===== src/rtl/pwm_capture_if.sv =====
// pwm_capture_if: record output port of pwm_capture.
// One-deep valid/ready register plus timeout and overrun flags.
interface pwm_capture_if #(
  parameter int W = 8
);
  logic         out_valid;
  logic         out_ready;
  logic [W-1:0] duty;
  logic [W-1:0] period;
  logic         timeout;
  logic         overrun;

  modport master (
    output out_valid,
    output duty,
    output period,
    output timeout,
    output overrun,
    input  out_ready
  );

  modport slave (
    input  out_valid,
    input  duty,
    input  period,
    input  timeout,
    input  overrun,
    output out_ready
  );
endinterface


===== src/rtl/pwm_capture.sv =====
// pwm_capture: per-period high time and period of a PWM input.
// Optional majority glitch filter: PWM_CAPTURE_GLITCH_FILTER_EN.
module pwm_capture #(
  parameter int W = 8
) (
  input  logic          clk,
  input  logic          reset,
  input  logic          pwm_in,
  pwm_capture_if.master out
);
  localparam logic [W-1:0] CMAX = '1;
  localparam logic [W-1:0] ONE  = W'(1);

  typedef enum logic {
    SYNC,
    MEAS
  } state_t;

  state_t       state;
  state_t       state_nxt;
  logic         sy0;
  logic         sy1;
  logic         s;
  logic         s_d;
  logic         rise;
  logic [W-1:0] cnt;
  logic [W-1:0] cnt_nxt;
  logic [W-1:0] hi;
  logic [W-1:0] hi_nxt;
  logic         emit;
  logic         emit_tmo;
  logic         load;

  always_ff @(posedge clk or posedge reset) begin
    if (reset) begin
      sy0 <= 1'b0;
      sy1 <= 1'b0;
    end else begin
      sy0 <= pwm_in;
      sy1 <= sy0;
    end
  end

`ifdef PWM_CAPTURE_GLITCH_FILTER_EN
  logic [1:0] hist;

  always_ff @(posedge clk or posedge reset) begin
    if (reset) begin
      hist <= 2'b00;
    end else begin
      hist <= {hist[0], sy1};
    end
  end

  // 2-of-3 vote removes single-cycle pulses and dropouts
  assign s = (sy1 & hist[0]) |
             (sy1 & hist[1]) |
             (hist[0] & hist[1]);
`else
  assign s = sy1;
`endif

  always_ff @(posedge clk or posedge reset) begin
    if (reset) begin
      s_d <= 1'b0;
    end else begin
      s_d <= s;
    end
  end

  assign rise = s & ~s_d;

  always_ff @(posedge clk or posedge reset) begin
    if (reset) begin
      state <= SYNC;
      cnt   <= '0;
      hi    <= '0;
    end else begin
      state <= state_nxt;
      cnt   <= cnt_nxt;
      hi    <= hi_nxt;
    end
  end

  always_comb begin
    state_nxt = state;
    cnt_nxt   = cnt;
    hi_nxt    = hi;
    emit      = 1'b0;
    emit_tmo  = 1'b0;
    unique case (state)
      SYNC: begin
        if (rise) begin
          cnt_nxt   = ONE;
          hi_nxt    = ONE;
          state_nxt = MEAS;
        end
      end
      MEAS: begin
        if (rise) begin
          emit    = 1'b1;
          cnt_nxt = ONE;
          hi_nxt  = ONE;
        end else if (cnt == CMAX) begin
          emit      = 1'b1;
          emit_tmo  = 1'b1;
          state_nxt = SYNC;
        end else begin
          cnt_nxt = cnt + ONE;
          hi_nxt  = hi + W'(s);
        end
      end
    endcase
  end

  // a record being accepted this cycle frees the slot for the new one
  assign load = emit & (~out.out_valid | out.out_ready);

  always_ff @(posedge clk or posedge reset) begin
    if (reset) begin
      out.out_valid <= 1'b0;
      out.duty      <= '0;
      out.period    <= '0;
      out.timeout   <= 1'b0;
      out.overrun   <= 1'b0;
    end else begin
      out.overrun <= emit & ~load;
      if (load) begin
        out.out_valid <= 1'b1;
        out.duty      <= hi;
        out.period    <= cnt;
        out.timeout   <= emit_tmo;
      end else if (out.out_ready) begin
        out.out_valid <= 1'b0;
      end
    end
  end
endmodule


===== src/flat_wrapper.sv =====
// flat-port wrapper written by rule: the top's interface ports become plain ports
module pwm_capture_flat 
#(
  parameter int W = 8
)
  (clk, reset, pwm_in, out_out_valid, out_duty, out_period, out_timeout, out_overrun, out_out_ready);
  pwm_capture_if #(.W(W)) out_i ();
  input  logic clk;
  input  logic reset;
  input  logic pwm_in;
  output wire logic [$bits(out_i.out_valid)-1:0] out_out_valid;
  output wire logic [$bits(out_i.duty)-1:0] out_duty;
  output wire logic [$bits(out_i.period)-1:0] out_period;
  output wire logic [$bits(out_i.timeout)-1:0] out_timeout;
  output wire logic [$bits(out_i.overrun)-1:0] out_overrun;
  input wire logic [$bits(out_i.out_ready)-1:0] out_out_ready;
  assign out_out_valid = out_i.out_valid;
  assign out_duty = out_i.duty;
  assign out_period = out_i.period;
  assign out_timeout = out_i.timeout;
  assign out_overrun = out_i.overrun;
  assign out_i.out_ready = out_out_ready;
  pwm_capture #(.W(W)) u_core (.clk(clk), .reset(reset), .pwm_in(pwm_in), .out(out_i));
endmodule

===== config.mk =====
export PLATFORM = sky130hd
export DESIGN_NAME = pwm_capture_flat
export DESIGN_NICKNAME = d
export VERILOG_FILES = /design/src/rtl/pwm_capture_if.sv /design/src/rtl/pwm_capture.sv /design/src/flat_wrapper.sv
export SDC_FILE = /design/constraint.sdc
export NUM_CORES = 1
export LEC_CHECK = 0
export CAP_MARGIN = 10
export CORE_MARGIN = 4
export CORE_UTILIZATION = 53
export CTS_CLUSTER_SIZE = 12
export DETAILED_ROUTE_END_ITERATION = 16
export PLACE_DENSITY = 0.86
export SYNTH_ARGS = -nofsm -noshare
export SYNTH_HDL_FRONTEND = slang
export SYNTH_SLANG_ARGS = --single-unit

===== constraint.sdc =====
create_clock -name clk -period 2 [get_ports clk]
set_input_delay 0.4 -clock clk [delete_from_list [all_inputs] [get_ports clk]]
set_output_delay 0.4 -clock clk [all_outputs]
set_load 0.01 [all_outputs]

==> impl_metrics.toml <==
[sta]
setup_viol = 0
whs_ps = 369
max_slew_margin_pct = 64.7
maxSlewViolCount = 0
fmax_mhz = 550
setup_tns_ps = 0
worstMarginPinSlew_ps = 529
finClkSkew_ps = 10.3
final_hold_viol_count = 0
fin_crit_ps = 1820
fin_crit_sh_pct = 90.9
grt_setup_unrepaired = "false"

[worst_setup_path]
end_kind = "register"
cp-start-kind = "register"
critPathArrivalTime_ps = 2090
path_max_fanout = 17
required_ps = 2280
crit_type = "register to register"

[power_and_ir_drop]
p_leak_nw = 0.925
power_density_nw_per_um2 = 962
peakVddDrop_mv = 0.694

[layout]
synthToLayoutAreaGrowth_pct = 22.3
fin_nets = 175
n_antenna_cell = 0
layout.cells.non_filler = 213
layout-drive-gt1-share_pct = 18.9
fillCellCount = 254

[place]
io_buffers = 22
place_inst = 205
place_congestion = 0.804
detailed_place_hpwl_um = 2350

[synthesis]
syn_nets = 146
syn_area_um2 = 1680
synth_seq_cells = 39
seq_area_frac_synth_pct = 58.1
netlist_instances = 139
syn-mean-instance-area_um2 = 12.1
synth.distinct_cells = 34
ys_warn_count = 0

[clock_tree]
cts_hold_buf = 0
clk_latency_ps = 340
root_buffer = "clkbuf_4"
ctsHtreeMaxLevel = 2
cts_sinks = 39
cts_buffers = 5
clock_path_buffers = 2
cts_tree = "done"
cts.clk_slew.worst_paths_ps = 110

[drt]
drt_wl_total_um = 3300
drc = 0
dr.max_layer_used = "met4"
wl_met3_um = 142
drt-initial-drc-count = 42
first_pass_iters = 4
num_vias = 1209
antenna_left = 0
wl_met1_um = 1380
wl_met2_um = 1710
detail_route.wl_per_cell_um = 15.5
viasPerCell = 5.68

[floorplanning]
io_pins = 23
core_area_um2 = 3050
die_h_um = 64.3
dieArea_um2 = 4140
start_util_pct = 55.0
rows = 20
fp.dieW_um = 64.3

[grt]
grtUsageTotal_pct = 18.6
globalRoute.totalOverflow = 0
antenna_found_initial = 0
grt_pass1_vias = 1295
grt_max_degree = 40
grt_pass1_wl_um = 5930

[worst_hold_path]
hold_path_class = "register to register"

[run]
max-cap-violations = 0

[outcome]
status = "finished clean"
[metrics by stage]
stage | area (um^2) | setup slack, ps | utilization, % | total power (W)
finish | 2050 | 182 | 67.3 | 0.00198
global route | 2050 | 67.1 | 67.3 | 0.00210
CTS | 2050 | 119 | 67.0 | 0.00199
detailed placement | 1980 | 83.0 | 64.8 | 0.00155
global placement | 1980 | 168 | 64.8 | 0.00151
floorplan | 1680 | 334 | - | 0.00131
[Yosys cell counts]
master / instances / area (um^2)
a211oi_1: 1 / 7.51
a21oi_1: 6 / 30.0
a31oi_1: 2 / 12.5
a41oi_1: 1 / 8.76
and2_1: 2 / 12.5
and3_1: 2 / 12.5
and4_1: 2 / 17.5
buf_2: 1 / 5.00
buf_6: 1 / 11.3
clkbuf_1: 3 / 11.3
dfrtp_1: 39 / 976
ha_1: 3 / 37.5
inv_1: 2 / 7.51
mux2_2: 16 / 180
nand2_1: 9 / 33.8
nand2_2: 1 / 6.26
nand2b_1: 2 / 12.5
nand3_1: 7 / 35.0
nand4_1: 1 / 6.26
nand4_4: 1 / 21.3
nor2_1: 9 / 33.8
nor2b_1: 1 / 6.26
nor3_1: 3 / 15.0
nor3b_1: 1 / 7.51
nor4_1: 1 / 6.26
o2111ai_1: 1 / 8.76
o211ai_1: 3 / 22.5
o21a_1: 1 / 7.51
o21ai_0: 4 / 20.0
o21ai_2: 2 / 17.5
o31a_1: 1 / 8.76
o31ai_1: 2 / 15.0
or4_1: 3 / 22.5
xor2_1: 5 / 43.8
[placed cells by master, fill, tap and decap left out, types with 2 or more instances in the layout]
cell type / Yosys / routed
o21ai_0: 4 / 4
a31oi_1: 2 / 2
and3_1: 2 / 2
inv_1: 2 / 2
and2_1: 2 / 2
a21oi_1: 6 / 6
clkbuf_4: 0 / 5
clkbuf_8: 0 / 2
xor2_1: 5 / 5
nand2b_1: 2 / 2
nor2_1: 9 / 9
ha_1: 3 / 3
nand3_1: 7 / 7
and4_1: 2 / 2
mux2_2: 16 / 16
nand2_1: 9 / 9
nor3_1: 3 / 3
buf_4: 0 / 4
o211ai_1: 3 / 3
clkdlybuf4s50_1: 0 / 22
or4_1: 3 / 3
o31ai_1: 2 / 2
dfrtp_1: 39 / 39
[layout make-up]
| cell class | instances | area, um^2 | area share (%) |
|---|---|---|---|
| clock buffer | 8 | 68.8 | 3.35 |
| inverter | 2 | 7.51 | 0.365 |
| multi-input combinational | 93 | 677 | 32.9 |
| sequential | 39 | 976 | 47.5 |
| tap | 44 | 55.1 | 2.68 |
| timing repair buffer | 27 | 270 | 13.2 |
[flip-flops by register name, indices dropped and copies added, names as in the netlist]
register / cells
u_core.state: 1
u_core.s_d: 1
u_core.hi: 8
u_core.out.timeout: 1
u_core.out.out_valid: 1
u_core.out.period: 8
u_core.cnt: 8
u_core.out.duty: 8
u_core.sy0: 1
u_core.out.overrun: 1
u_core.s: 1
[worst max-delay path, cell delays in order (launching register included)]
cell,delay (ps)
dfrtp_1,440
ha_1,250
nand3_1,200
o21ai_4,170
or4_1,520
a21oi_1,170
[path summary, 6_finish.rpt]
| check | startpoint | end | slack, ps | cells after the start |
|---|---|---|---|---|
| setup / recovery | u_core.cnt[0] | u_core.cnt[5] | 180 | 5 |
| hold / removal | u_core.sy0 | u_core.s | 370 | 0 |
| setup reg to reg | u_core.cnt[0] | u_core.cnt[5] | 180 | 5 |
| hold reg to reg | u_core.sy0 | u_core.s | 370 | 0 |
| max in group asynchronous | reset | u_core.sy0 | 1200 | 3 |
| min in group asynchronous | reset | u_core.hi[7] | 460 | 3 |
[report_power, final]
| part | internal (W) | leakage (nW) | switching, W |
|---|---|---|---|
| Clock | 0.000207 | 0.0386 | 0.000244 |
| Sequential | 0.000929 | 0.507 | 0.000132 |
| Combinational | 0.000267 | 0.380 | 0.000199 |
| Total | 0.00140 | 0.925 | 0.000574 |
[metal layers]
| layer | vias to the layer above | global-route usage (%) |
|---|---|---|
| li1 | 558 | - |
| met1 | 603 | 22.0 |
| met2 | 40 | 31.3 |
| met3 | 8 | 4.75 |
| met4 | 0 | 9.23 |
| met5 | - | 0 |
[kinds of logic after synthesis]
kind of cell | Yosys count | synth area share [%]
and+or+nand+nor | 45 | 14.8
DFF | 39 | 58.1
AOI/OAI and AO/OA | 24 | 9.46
muxes | 16 | 10.7
buffers and inverters | 7 | 2.08
xor gates and xnor gates | 5 | 2.61
adders and majority gates | 3 | 2.23
[what timing repair did]
action,CTS,global route
endpoints found under the setup margin,0,2
setup buffers,0,0
gates resized for setup,0,1
Note: power is estimated with default switching activity, not from simulation.
